[src/rtl/sysop_issue.sv]
// sysop_issue: issues one SYSTEM instruction at a time to the CSR unit, then writes back and redirects fetch.
// Ports:
//   clk, rst_n (async, active-low)
//   in_valid/in_ready, in_pc, in_insn, in_rs1_val      decode-side handshake and operands
//   csr_op, csr_tval, csr_wdata, csr_pc                 CSR-unit request (csr_op non-NONE only in ISSUE)
//   csr_rdata, csr_r_valid, csr_trap_en, csr_trap_pc    CSR-unit response, sampled in ISSUE
//   priv                                                current privilege level
//   wb_valid, wb_rd, wb_data                            register writeback pulse
//   redirect_valid, redirect_pc                         fetch redirect/flush pulse
//   busy                                                instruction in flight
// Optional build macro CSR_IMM_EN enables the CSRRWI/CSRRSI/CSRRCI forms.
module sysop_issue (
  input  logic        clk,
  input  logic        rst_n,
  input  logic        in_valid,
  output logic        in_ready,
  input  logic [63:0] in_pc,
  input  logic [31:0] in_insn,
  input  logic [63:0] in_rs1_val,
  output logic [4:0]  csr_op,
  output logic [63:0] csr_tval,
  output logic [63:0] csr_wdata,
  output logic [63:0] csr_pc,
  input  logic [63:0] csr_rdata,
  input  logic        csr_r_valid,
  input  logic        csr_trap_en,
  input  logic [63:0] csr_trap_pc,
  input  logic [1:0]  priv,
  output logic        wb_valid,
  output logic [4:0]  wb_rd,
  output logic [63:0] wb_data,
  output logic        redirect_valid,
  output logic [63:0] redirect_pc,
  output logic        busy
);
  localparam logic [4:0] SYSOP_NONE    = 5'd0;
  localparam logic [4:0] SYSOP_RET     = 5'd4;
  localparam logic [4:0] SYSOP_ILLEGAL = 5'h12;
  localparam logic [4:0] SYSOP_EBREAK  = 5'h13;
  typedef enum logic [1:0] {IDLE, ISSUE, WB, REDIR} state_t;
  state_t state_q, state_d;
  logic [63:0] pc_q, rs1_q, rdata_q, trap_pc_q;
  logic [31:0] insn_q;
  logic        trap_en_q;
  logic [4:0]  dec_op;
  logic [63:0] dec_tval, dec_wdata;
  logic [2:0]  f3;
  logic [4:0]  rd, rs1f;
  logic [11:0] imm12;
  assign f3    = insn_q[14:12];
  assign rd    = insn_q[11:7];
  assign rs1f  = insn_q[19:15];
  assign imm12 = insn_q[31:20];
  // CSR_W/S/C encodings equal funct3[1:0]; ecall cause for U/S/M is {2'b10, priv}.
  always_comb begin
    dec_op    = SYSOP_ILLEGAL;
    dec_tval  = {32'b0, insn_q};
    dec_wdata = '0;
    if (insn_q[6:0] == 7'b1110011) begin
      if (f3 == 3'd0) begin
        if (imm12 == 12'h000) begin
          dec_op   = (priv == 2'd2) ? SYSOP_ILLEGAL : {3'b110, priv};
          dec_tval = (priv == 2'd2) ? {32'b0, insn_q} : '0;
        end else if (imm12 == 12'h001) begin
          dec_op   = SYSOP_EBREAK;
          dec_tval = '0;
        end else if (imm12 == 12'h302 || imm12 == 12'h102) begin
          dec_op   = SYSOP_RET;
          dec_tval = '0;
        end else if (imm12 == 12'h105 || insn_q[31:25] == 7'b0001001) begin
          dec_op   = SYSOP_NONE;
          dec_tval = '0;
        end
      end else if (f3[1:0] != 2'b00 && !f3[2]) begin
        dec_op    = {3'b000, f3[1:0]};
        dec_tval  = {52'b0, imm12};
        dec_wdata = (rs1f == 5'd0) ? '0 : rs1_q;
      end
`ifdef CSR_IMM_EN
      else if (f3[1:0] != 2'b00) begin
        dec_op    = {3'b000, f3[1:0]};
        dec_tval  = {52'b0, imm12};
        dec_wdata = {59'b0, rs1f};
      end
`endif
    end
  end
  always_ff @(posedge clk or negedge rst_n) begin
    if (!rst_n) state_q <= IDLE;
    else state_q <= state_d;
  end
  always_ff @(posedge clk or negedge rst_n) begin
    if (!rst_n) begin
      pc_q      <= '0;
      insn_q    <= '0;
      rs1_q     <= '0;
      rdata_q   <= '0;
      trap_en_q <= 1'b0;
      trap_pc_q <= '0;
    end else begin
      if (in_valid && in_ready) begin
        pc_q   <= in_pc;
        insn_q <= in_insn;
        rs1_q  <= in_rs1_val;
      end
      if (state_q == ISSUE) begin
        rdata_q   <= csr_rdata;
        trap_en_q <= csr_trap_en;
        trap_pc_q <= csr_trap_pc;
      end
    end
  end
  always_comb begin
    state_d        = state_q;
    in_ready       = 1'b0;
    csr_op         = SYSOP_NONE;
    csr_tval       = '0;
    csr_wdata      = '0;
    wb_valid       = 1'b0;
    wb_rd          = '0;
    wb_data        = '0;
    redirect_valid = 1'b0;
    redirect_pc    = '0;
    case (state_q)
      IDLE: begin
        in_ready = 1'b1;
        state_d  = in_valid ? ISSUE : IDLE;
      end
      ISSUE: begin
        csr_op    = dec_op;
        csr_tval  = dec_tval;
        csr_wdata = dec_wdata;
        state_d   = (csr_r_valid && rd != 5'd0) ? WB : REDIR;
      end
      WB: begin
        wb_valid = 1'b1;
        wb_rd    = rd;
        wb_data  = rdata_q;
        state_d  = REDIR;
      end
      REDIR: begin
        redirect_valid = 1'b1;
        redirect_pc    = trap_en_q ? trap_pc_q : pc_q + 64'd4;
        state_d        = IDLE;
      end
      default: state_d = IDLE;
    endcase
  end
  assign busy   = !in_ready;
  assign csr_pc = pc_q;
endmodule

[config.mk]
export PLATFORM = sky130hd
export DESIGN_NAME = sysop_issue
export DESIGN_NICKNAME = d
export VERILOG_FILES = /design/src/rtl/sysop_issue.sv
export SDC_FILE = /design/constraint.sdc
export NUM_CORES = 1
export LEC_CHECK = 0
export CELL_PAD_IN_SITES_DETAIL_PLACEMENT = 1
export CELL_PAD_IN_SITES_GLOBAL_PLACEMENT = 1
export CORE_AREA = 3 3 240 242
export CTS_CLUSTER_DIAMETER = 100
export DETAILED_ROUTE_END_ITERATION = 16
export DIE_AREA = 0 0 243 245
export GPL_TIMING_DRIVEN = 0
export HOLD_SLACK_MARGIN = 0.1
export PLACE_DENSITY = 0.72
export SLEW_MARGIN = 0
export SYNTH_ARGS = -nofsm -noshare
export SYNTH_HDL_FRONTEND = slang
export SYNTH_SLANG_ARGS = --single-unit
[constraint.sdc]
create_clock -name clk -period 1.8 [get_ports clk]
set_input_delay 0.18 -clock clk [delete_from_list [all_inputs] [get_ports clk]]
set_output_delay 0.18 -clock clk [all_outputs]
set_load 0.01 [all_outputs]
# After elaboration in Yosys (flattened, before gate mapping)

Cells that the tools add are included.

Output and inout bits: 334
Logic and storage cells: 64
Register bits after elaboration: 291
Input bits: 295

Add/sub/neg operators: 1
Equality and inequality tests: 10
Reduce and logical (&&, ||, !) cells: 13
Mux-type cells: 33

Operators by type and width:

| operator                                               | number |
|---|---|
| 2-to-1 mux 64 bit                                      | 11 |
| 2-to-1 mux 32 bit                                      | 6 |
| adder 64 x 3 -> 64 bit (second input constant)         | 1 |
| 2-to-1 mux 5 bit                                       | 9 |
| equality test 12 x 9 -> 1 bit (second input constant)  | 2 |
| equality test 12 x 1 -> 1 bit (second input constant)  | 1 |
| equality test 12 x 10 -> 1 bit (second input constant) | 1 |
| logical NOT 12 bit                                     | 1 |
| one-hot mux 2 bit (4 select lines)                     | 1 |
| equality test 7 x 4 -> 1 bit (second input constant)   | 1 |
| equality test 7 bit (second input constant)            | 1 |
| equality test 2 bit (second input constant)            | 3 |
| logical NOT 5 bit                                      | 1 |
| 2-to-1 mux 1 bit                                       | 5 |
| nonzero test 5 bit                                     | 1 |
| 2-to-1 mux 4 bit                                       | 1 |
| logical AND 1 bit                                      | 3 |
| logical NOT 3 bit                                      | 1 |
| equality test 2 x 1 -> 1 bit (second input constant)   | 1 |
| logical NOT 1 bit                                      | 2 |
| logical NOT 2 bit                                      | 1 |
| logical OR 1 bit                                       | 2 |
| nonzero test 2 bit                                     | 1 |

# Longest topological paths before layout

Gate-level depths: netlist (run 1).

Depth after elaboration: 9
Mapped depth: 8
Depth with buffers taken out: 6

# Worst setup path before layout (run 1)

OpenSTA, ideal clock, no wires.

Path kind: reg-to-output
Start point: reg pc_q[4] (netlist: csr_pc[4])
End point: out redirect_pc[48]
Arrival time: 1.998 ns
Path buffers: 3
Stages on the path, launching flop included: 9
Path slack: -0.378 ns
Data required time: 1.620 ns
Cell sequence: dfrtp_1 and4_1 buf_6 and4_4 buf_8 nand4_4 buf_6 or3_1 a31oi_1

Word-level cells in the longest chain between the ends: 3

Ends and longest elaborated chain:

| what                   | line | RTL |
|---|---|---|
| from (decl)            | 42   | `logic [63:0] pc_q, rs1_q, rdata_q, trap_pc_q;` |
| from (signal assigned) | 102  | `pc_q <= in_pc;` |
| adder 64 x 3 -> 64 bit | 143  | `redirect_pc = trap_en_q ? trap_pc_q : pc_q + 64'd4;` |
| 2-to-1 mux 64 bit      | 143  |  |
| 2-to-1 mux 64 bit      | 124  | `case (state_q)` |
| to (decl)              | 33   | `output logic [63:0] redirect_pc,` |

No other way between the ends.

# Worst setup path after layout (run 1)

Start point: reg insn_q[28]
End point: out csr_tval[11]

Word-level cells in the longest chain between the ends: 9
Elaborated cells on any way between the ends: 15
Classes of those cells: 5 x eq/ne; 7 x mux; 3 x reduce/logical

Ends and longest elaborated chain:

| what                                                                                 | line | RTL |
|---|---|---|
| from (decl)                                                                          | 43   | `logic [31:0] insn_q;` |
| from (signal assigned)                                                               | 103  | `insn_q <= in_insn;` |
| equality test 12 x 9 -> 1 bit / equality test 7 x 4 -> 1 bit (equally long branches) | 70   | `end else if (imm12 == 12'h105 \|\| insn_q[31:25] == 7'b0001001) begin` |
| logical OR 1 bit                                                                     | 70   |  |
| 2-to-1 mux 32 bit                                                                    | 70   |  |
| 2-to-1 mux 32 bit                                                                    | 67   | `end else if (imm12 == 12'h302 \|\| imm12 == 12'h102) begin` |
| 2-to-1 mux 32 bit                                                                    | 64   | `end else if (imm12 == 12'h001) begin` |
| 2-to-1 mux 32 bit (*)                                                                | 61   | `if (imm12 == 12'h000) begin` |
| 2-to-1 mux 64 bit (*)                                                                | 60   | `if (f3 == 3'd0) begin` |
| 2-to-1 mux 64 bit (*)                                                                | 59   | `if (insn_q[6:0] == 7'b1110011) begin` |
| 2-to-1 mux 64 bit (*)                                                                | 124  |  |
| to (decl)                                                                            | 21   | `output logic [63:0] csr_tval,` |

Mark *: on every way between the ends. The rest lies on a longest branch, timed or not.

==> flow_metrics.env, run 1 <==
export IMPL_finClkSkew_ns=0.0162
export IMPL_io_pin_count=629
export IMPL_slew_violations=0
export IMPL_drt_first_iter_violations=456
export IMPL_whs_ns=0.180
export IMPL_post_route_drc_count=0
export IMPL_worst_path_max_fanout=3
export IMPL_synth_seq_cells=291
export IMPL_synth_area_leaders="dfrtp_1 (49%), mux2_2 (22%), and2_1 (5.9%), o21ai_0 (2.1%), buf_4 (1.7%)"
export IMPL_initial_utilization=0.268
export IMPL_rsz0062_at_grt="yes"
export IMPL_vias_per_cell=4.85
export IMPL_violations="negative setup slack"
export IMPL_synth_warnings=0
export IMPL_fp_dieArea_um2=59500
export IMPL_slew_headroom=0.593
export IMPL_dr_wl_met3_mm=5.15
export IMPL_worstMarginPinSlew_ns=0.608
export IMPL_ant_nets=0
export IMPL_period_share=1.71
export IMPL_switching_share=0.381
export IMPL_final_cell_area_um2=27400
export IMPL_vias=14200
export IMPL_clkPwrFrac=0.171
export IMPL_final_common_cell="clkdlybuf4s50_1"
export IMPL_p_total_mw=44.6
export IMPL_avgRoutedWirePerCell_um=26.0
export IMPL_r2r_slack_ns=-0.04
export IMPL_grt_pass1_vias=15900
export IMPL_power_frac_seq=0.292
export IMPL_synth_avg_cell_area_um2=11.7
export IMPL_wl_met1_mm=28.5
export IMPL_irDropWorstVdd_uv=919
export IMPL_fin_nets=2452
export IMPL_cp_arrival_ns=2.90
export IMPL_drtPass1Iterations=4
export IMPL_grt_overflow=0
export IMPL_power_density_nw_per_um2=1630
export IMPL_fmax_mhz=325
export IMPL_track_usage=0.237
export IMPL_hpwlAfterDp_mm=52.3
export IMPL_path_class="register to output pin"
export IMPL_layout_drive_gt1_share=0.578
export IMPL_clk_latency_ns=0.55
export IMPL_clkTransAtPathRegs_ns=0.06
export IMPL_placement_io_buffers=596
export IMPL_hold_viol=0
export IMPL_netlist_area_um2=14800
export IMPL_maxUsedRoutingLayer="met5"
export IMPL_wl_met2_mm=40.5
export IMPL_cts_buffers=38
export IMPL_maxCapViolations=0
export IMPL_hp_class="input pin to async pin"
export IMPL_clock_sinks=291
export IMPL_gp_congestion=0.821
export IMPL_end_kind="output pin"
export IMPL_dieWidth_um=243
export IMPL_pwr_share_comb=0.537
export IMPL_final_cell_mix="clkdlybuf4s50_1 (308), mux2_2 (288), buf_6 (242)"
export IMPL_cts_max_path_buffers=3
export IMPL_power_switching_mw=17.0
export IMPL_grt_max_degree=96
export IMPL_coreArea_um2=55300
export IMPL_place_inst=2644
export IMPL_worstPathRequired_ns=1.62
export IMPL_die_h_um=245
export IMPL_clockRootBuffer="clkbuf_16"
export IMPL_worst_slack_ns=-1.28
export IMPL_startpoint_type="register"
export IMPL_ys_async_sr_fraction=1.00
export IMPL_setup_viol=246
export IMPL_ys_types=62
export IMPL_yosys_area_top_type="dfrtp_1"
export IMPL_cts_max_level=2
export IMPL_placed_cell_area_um2=22300
export IMPL_layout_min_cycle_time_ns=3.08
export IMPL_tritoncts="yes"
export IMPL_outcome="finished with violations"
export IMPL_fillers=5823
export IMPL_p_leak_nw=12.2
export IMPL_area_growth_pct=84.8
export IMPL_yosys_most_used_dff="dfrtp_1"
export IMPL_synth_edf_count=0
export IMPL_fin_cells=2935
export IMPL_p_int_mw=27.7
export IMPL_antenna_found_initial=12
export IMPL_seq_area_frac_synth=0.491
export IMPL_row_count=86
export IMPL_syn_inst=1266
export IMPL_yosysTopAreaCellShare=0.491
export IMPL_drt_total_wl_mm=76.4
export IMPL_grt_pass1_wl_mm=105
-- layout make-up --
class | instances | area (um2) | share of cell area
antenna | 6 | 15.0 | 0.000548
buffer | 106 | 1130 | 0.0412
clock buffer | 61 | 1160 | 0.0424
clock inverter | 8 | 73.8 | 0.00270
inverter | 9 | 55.1 | 0.00201
multi-input combinational | 886 | 8480 | 0.309
sequential | 291 | 7350 | 0.268
tap | 748 | 936 | 0.0342
timing repair buffer | 820 | 8190 | 0.299
-- stage by stage --
step / util / setup TNS (ns) / setup WS [ns]
floorplan: - / -5.73 / -0.239
global placement: 0.402 / -4242.04 / -14.18
detailed placement: 0.404 / -469.08 / -1.51
CTS: 0.470 / -188.86 / -1.14
global route: 0.495 / -181.13 / -1.33
finish: 0.495 / -160.69 / -1.28
-- power groups by stage --
| stage | sequential [mW] | combinational [mW] | clock (mW) |
|---|---|---|---|
| after floorplan | 12.2 | 9.47 | 0 |
| after global placement | 13.0 | 17.8 | 0 |
| after detailed placement | 13.2 | 18.2 | 0 |
| after CTS | 12.8 | 21.7 | 7.87 |
| after global routing | 13.4 | 25.3 | 8.14 |
| final | 13.0 | 24.0 | 7.65 |
-- registers in the layout (all words and copies together), names as in the netlist --
name,flops
state_q,2
rdata_q,64
trap_pc_q,64
trap_en_q,1
csr_pc,64
insn_q,32
rs1_q,64
-- logic make-up after synthesis --
kind of cell,count (synthesis),synth area share
AND/OR/NAND/NOR,368,0.156
multiplexers,304,0.230
flip-flops,291,0.491
AO/OA/AOI/OAI,143,0.0584
buffers and inverters,123,0.0419
XOR/XNOR,31,0.0183
adder cells (fa/ha/maj),5,0.00422
other,1,0.000253
-- cell usage after synthesis (all sizes together), types with 15 or more instances --
cell	number
nand3	21
a31oi	21
clkbuf	62
or4	16
and3b	18
nor2	31
mux2	288
buf	52
mux2i	16
nand2	32
nand4	23
and2	141
xnor2	22
and3	15
a21oi	26
o21ai	61
dfrtp	291
-- worst paths after layout --
kind                               startpoint             to  depth (start not counted)
worst max-delay path               insn_q[28]   csr_tval[11]                         10
worst min-delay path                    rst_n     csr_pc[10]                          2
worst max register to register     state_q[0]     insn_q[27]                          8
worst min register to register  trap_pc_q[36]  trap_pc_q[36]                          1
max in group asynchronous               rst_n     csr_pc[41]                          4
min in group clk                  csr_trap_en      trap_en_q                          3
-- what timing repair did --
action | 4_1_cts | 5_1_grt
pin swaps | 108 | 92
endpoints found under the hold margin | 153 | 0
gates resized for setup | 1554 | 313
setup buffers | 161 | 55
cloned | 13 | 12
hold buffers | 1 | 0
setup endpoints to repair | 563 | 464
-- worst max-delay path, cell delays in order (launching register included) --
cell and delay (ns):
dfrtp_2 0.43, buf_4 0.15, nor2_1 0.27, nand4_1 0.21, buf_4 0.19, o311ai_4 0.32
buf_4 0.18, a21oi_4 0.04, buf_6 0.15, nor3b_4 0.24, buf_2 0.18
-- routing by layer --
layer  vias to the layer above  global-route usage
met4                         8              0.0784
met1                      7313               0.261
met3                       126              0.0631
li1                       6260                   -
met2                       520               0.440
met5                         -                   0
(Power assumes the default switching activity.)
==> run 2, diff against run 1 <==
--- a/config.mk
+++ b/config.mk
@@ -7,13 +7,13 @@
 export LEC_CHECK = 0
 export CELL_PAD_IN_SITES_DETAIL_PLACEMENT = 1
 export CELL_PAD_IN_SITES_GLOBAL_PLACEMENT = 1
-export CORE_AREA = 3 3 240 242
+export CORE_AREA = 3 3 243 245
 export CTS_CLUSTER_DIAMETER = 100
 export DETAILED_ROUTE_END_ITERATION = 16
-export DIE_AREA = 0 0 243 245
+export DIE_AREA = 0 0 246 248
 export GPL_TIMING_DRIVEN = 0
 export HOLD_SLACK_MARGIN = 0.1
-export PLACE_DENSITY = 0.72
+export PLACE_DENSITY = 0.68
 export SLEW_MARGIN = 0
 export SYNTH_ARGS = -nofsm -noshare
 export SYNTH_HDL_FRONTEND = slang
==> constraint.sdc (replaced) <==
create_clock -name clk -period 3.94 [get_ports clk]
set_input_delay 0.394 -clock clk [delete_from_list [all_inputs] [get_ports clk]]
set_output_delay 0.394 -clock clk [all_outputs]
set_load 0.01 [all_outputs]
==> run 2 against run 1 <==
- the flow now finishes without violations
- power fell by 61%
- sequential share of layout area rose by 4.4 points
- critical path depth fell by 2
- clock power fell by 54%
- sequential power fell by 54%
- worst hold slack improved by 0.27 ns
- utilization fell by 8.8 points
- global-route usage fell by 2.8 points
- clock skew fell by 0.0087 ns
- critical endpoint is now redirect_pc[41]
- highest routed layer unchanged
==> flow_metrics.env, run 2 (synthesis gave the netlist of run 1 again) <==
export IMPL_outcome="completed"
export IMPL_cts_max_path_buffers=3
export IMPL_worst_slack_ns=0.0589
export IMPL_setup_tns_ns=0
export IMPL_area_growth_pct=57.7
export IMPL_hpwlAfterDp_mm=52.3
export IMPL_post_route_drc_count=0
export IMPL_path_common_cell="and4_1"
export IMPL_dieWidth_um=246
export IMPL_grt_busiest_layer="met2"
export IMPL_use_met2=0.375
export IMPL_layout_drive_gt1_share=0.229
export IMPL_drt_total_wl_mm=66.4
export IMPL_drtPass1Iterations=4
export IMPL_maxCapViolations=0
export IMPL_cp_arrival_ns=3.49
export IMPL_power_density_nw_per_um2=752
export IMPL_slew_violations=0
export IMPL_io_pin_count=629
export IMPL_avgRoutedWirePerCell_um=24.2
export IMPL_clockRootBuffer="clkbuf_16"
export IMPL_fp_dieArea_um2=61000
export IMPL_finClkSkew_ns=0.00745
export IMPL_pre_cts_ws_ns=-0.0595
export IMPL_irDropWorstVdd_uv=320
export IMPL_worstPathRequired_ns=3.55
export IMPL_crit_family="simple AND/OR/NAND/NOR gates"
export IMPL_hold_viol=0
export IMPL_cts_buffers=39
export IMPL_vias_per_cell=4.75
export IMPL_p_leak_nw=9.32
export IMPL_track_usage=0.209
export IMPL_grt_pass1_vias=14400
export IMPL_grt_overflow=0
export IMPL_layout_min_cycle_time_ns=3.88
export IMPL_startpoint_type="register"
export IMPL_place_inst=2660
export IMPL_worstMarginPinSlew_ns=1.18
export IMPL_final_common_cell="clkdlybuf4s50_1"
export IMPL_placement_io_buffers=596
export IMPL_cts_max_level=2
export IMPL_crit_chain="and4_1 -> buf_2 -> and4_1 -> nand4_1 -> clkbuf_4 -> or3_1 -> a31oi_2 -> clkdlybuf4s50_1"
export IMPL_max_stage_delay_ns=0.62
export IMPL_gp_congestion=0.849
export IMPL_rsz0062_at_grt="no"
export IMPL_end_kind="output pin"
export IMPL_tritoncts="yes"
export IMPL_clock_sinks=291
export IMPL_slew_headroom=0.212
export IMPL_grt_met3_usage=0.0730
export IMPL_antenna_found_initial=15
export IMPL_row_count=88
export IMPL_p_total_mw=17.6
export IMPL_die_h_um=248
export IMPL_r2r_slack_ns=0.90
export IMPL_initial_utilization=0.258
export IMPL_critPathBufInv=3
export IMPL_fin_cells=2747
export IMPL_final_cell_mix="clkdlybuf4s50_1 (595), mux2_2 (288), dfrtp_1 (278)"
export IMPL_worst_path_max_fanout=10
export IMPL_drt_first_iter_violations=463
export IMPL_grt_util_met1=0.228
export IMPL_grt_pass1_wl_mm=95.2
export IMPL_vias=13100
export IMPL_path_class="register to output pin"
export IMPL_crit_path_top_delay_cell="clkdlybuf4s50_1"
export IMPL_utilization=0.407
export IMPL_grt_max_degree=111
export IMPL_setup_viol=0
export IMPL_fmax_mhz=258
export IMPL_clk_latency_ns=0.55
export IMPL_clkTransAtPathRegs_ns=0.06
export IMPL_ant_nets=0
export IMPL_coreArea_um2=57400
export IMPL_fin_nets=2248
export IMPL_period_share=0.985
export IMPL_hp_class="input pin to register"
==> run 2: path summary, 6_finish.rpt <==
check,startpoint,end,cells past startpoint
setup reg to reg,state_q[0],csr_pc[1],6
setup / recovery,csr_pc[19],redirect_pc[41],8
hold reg to reg,rs1_q[52],rs1_q[52],1
hold / removal,in_rs1_val[46],rs1_q[46],2
min in group asynchronous,rst_n,csr_pc[31],2
max in group asynchronous,rst_n,csr_pc[2],3
==> run 2: cell type report <==
class | count | area (um2)
Fill cell | 6238 | 34000
Antenna cell | 8 | 20.0
Clock inverter | 16 | 175
Inverter | 9 | 35.0
Buffer | 113 | 601
Tap cell | 765 | 957
Sequential cell | 291 | 7300
Clock buffer | 51 | 1060
Timing Repair Buffer | 611 | 6140
Multi-Input combinational cell | 883 | 7080
==> run 2: what timing repair did <==
action | 4_1_cts | 5_1_grt
setup buffers | 6 | 6
gates resized for setup | 15 | 20
endpoints found under the setup margin | 82 | 74
hold buffers | 1 | 0
endpoints found under the hold margin | 93 | 0
gates cloned | 0 | 0
pin swaps | 3 | 1
==> run 2: metrics by stage <==
stage / cell area [um2] / hold slack, ns
2_1_floorplan: 14900 / 0.0984
3_3_place_gp: 21900 / 0.479
3_5_place_dp: 21900 / 0.488
4_1_cts: 23300 / 0.407
5_1_grt: 23400 / 0.425
6_report: 23400 / 0.454
==> run 2: power by group <==
| part | switching, mW | internal, mW | total (mW) |
|---|---|---|---|
| Sequential | 1.43 | 4.56 | 5.99 |
| Combinational | 3.66 | 4.41 | 8.06 |
| Clock | 1.44 | 2.09 | 3.53 |
==> run 2: metal layers <==
metal | share of wire | up-vias | wire length (um)
li1 | - | 5826 | -
met1 | 0.37 | 6590 | 24600
met2 | 0.51 | 523 | 33600
met3 | 0.090 | 110 | 5960
met4 | 0.033 | 8 | 2170
met5 | 0.00092 | - | 61
==> run 3, diff against run 2 <==
--- a/config.mk
+++ b/config.mk
@@ -5,6 +5,7 @@
 export SDC_FILE = /design/constraint.sdc
 export NUM_CORES = 1
 export LEC_CHECK = 0
+export ABC_CLOCK_PERIOD_IN_PS = 3940
 export CELL_PAD_IN_SITES_DETAIL_PLACEMENT = 1
 export CELL_PAD_IN_SITES_GLOBAL_PLACEMENT = 1
 export CORE_AREA = 3 3 243 245
==> results of run 3 <==
Final layout, timing and power as in run 2 (identical DEF).
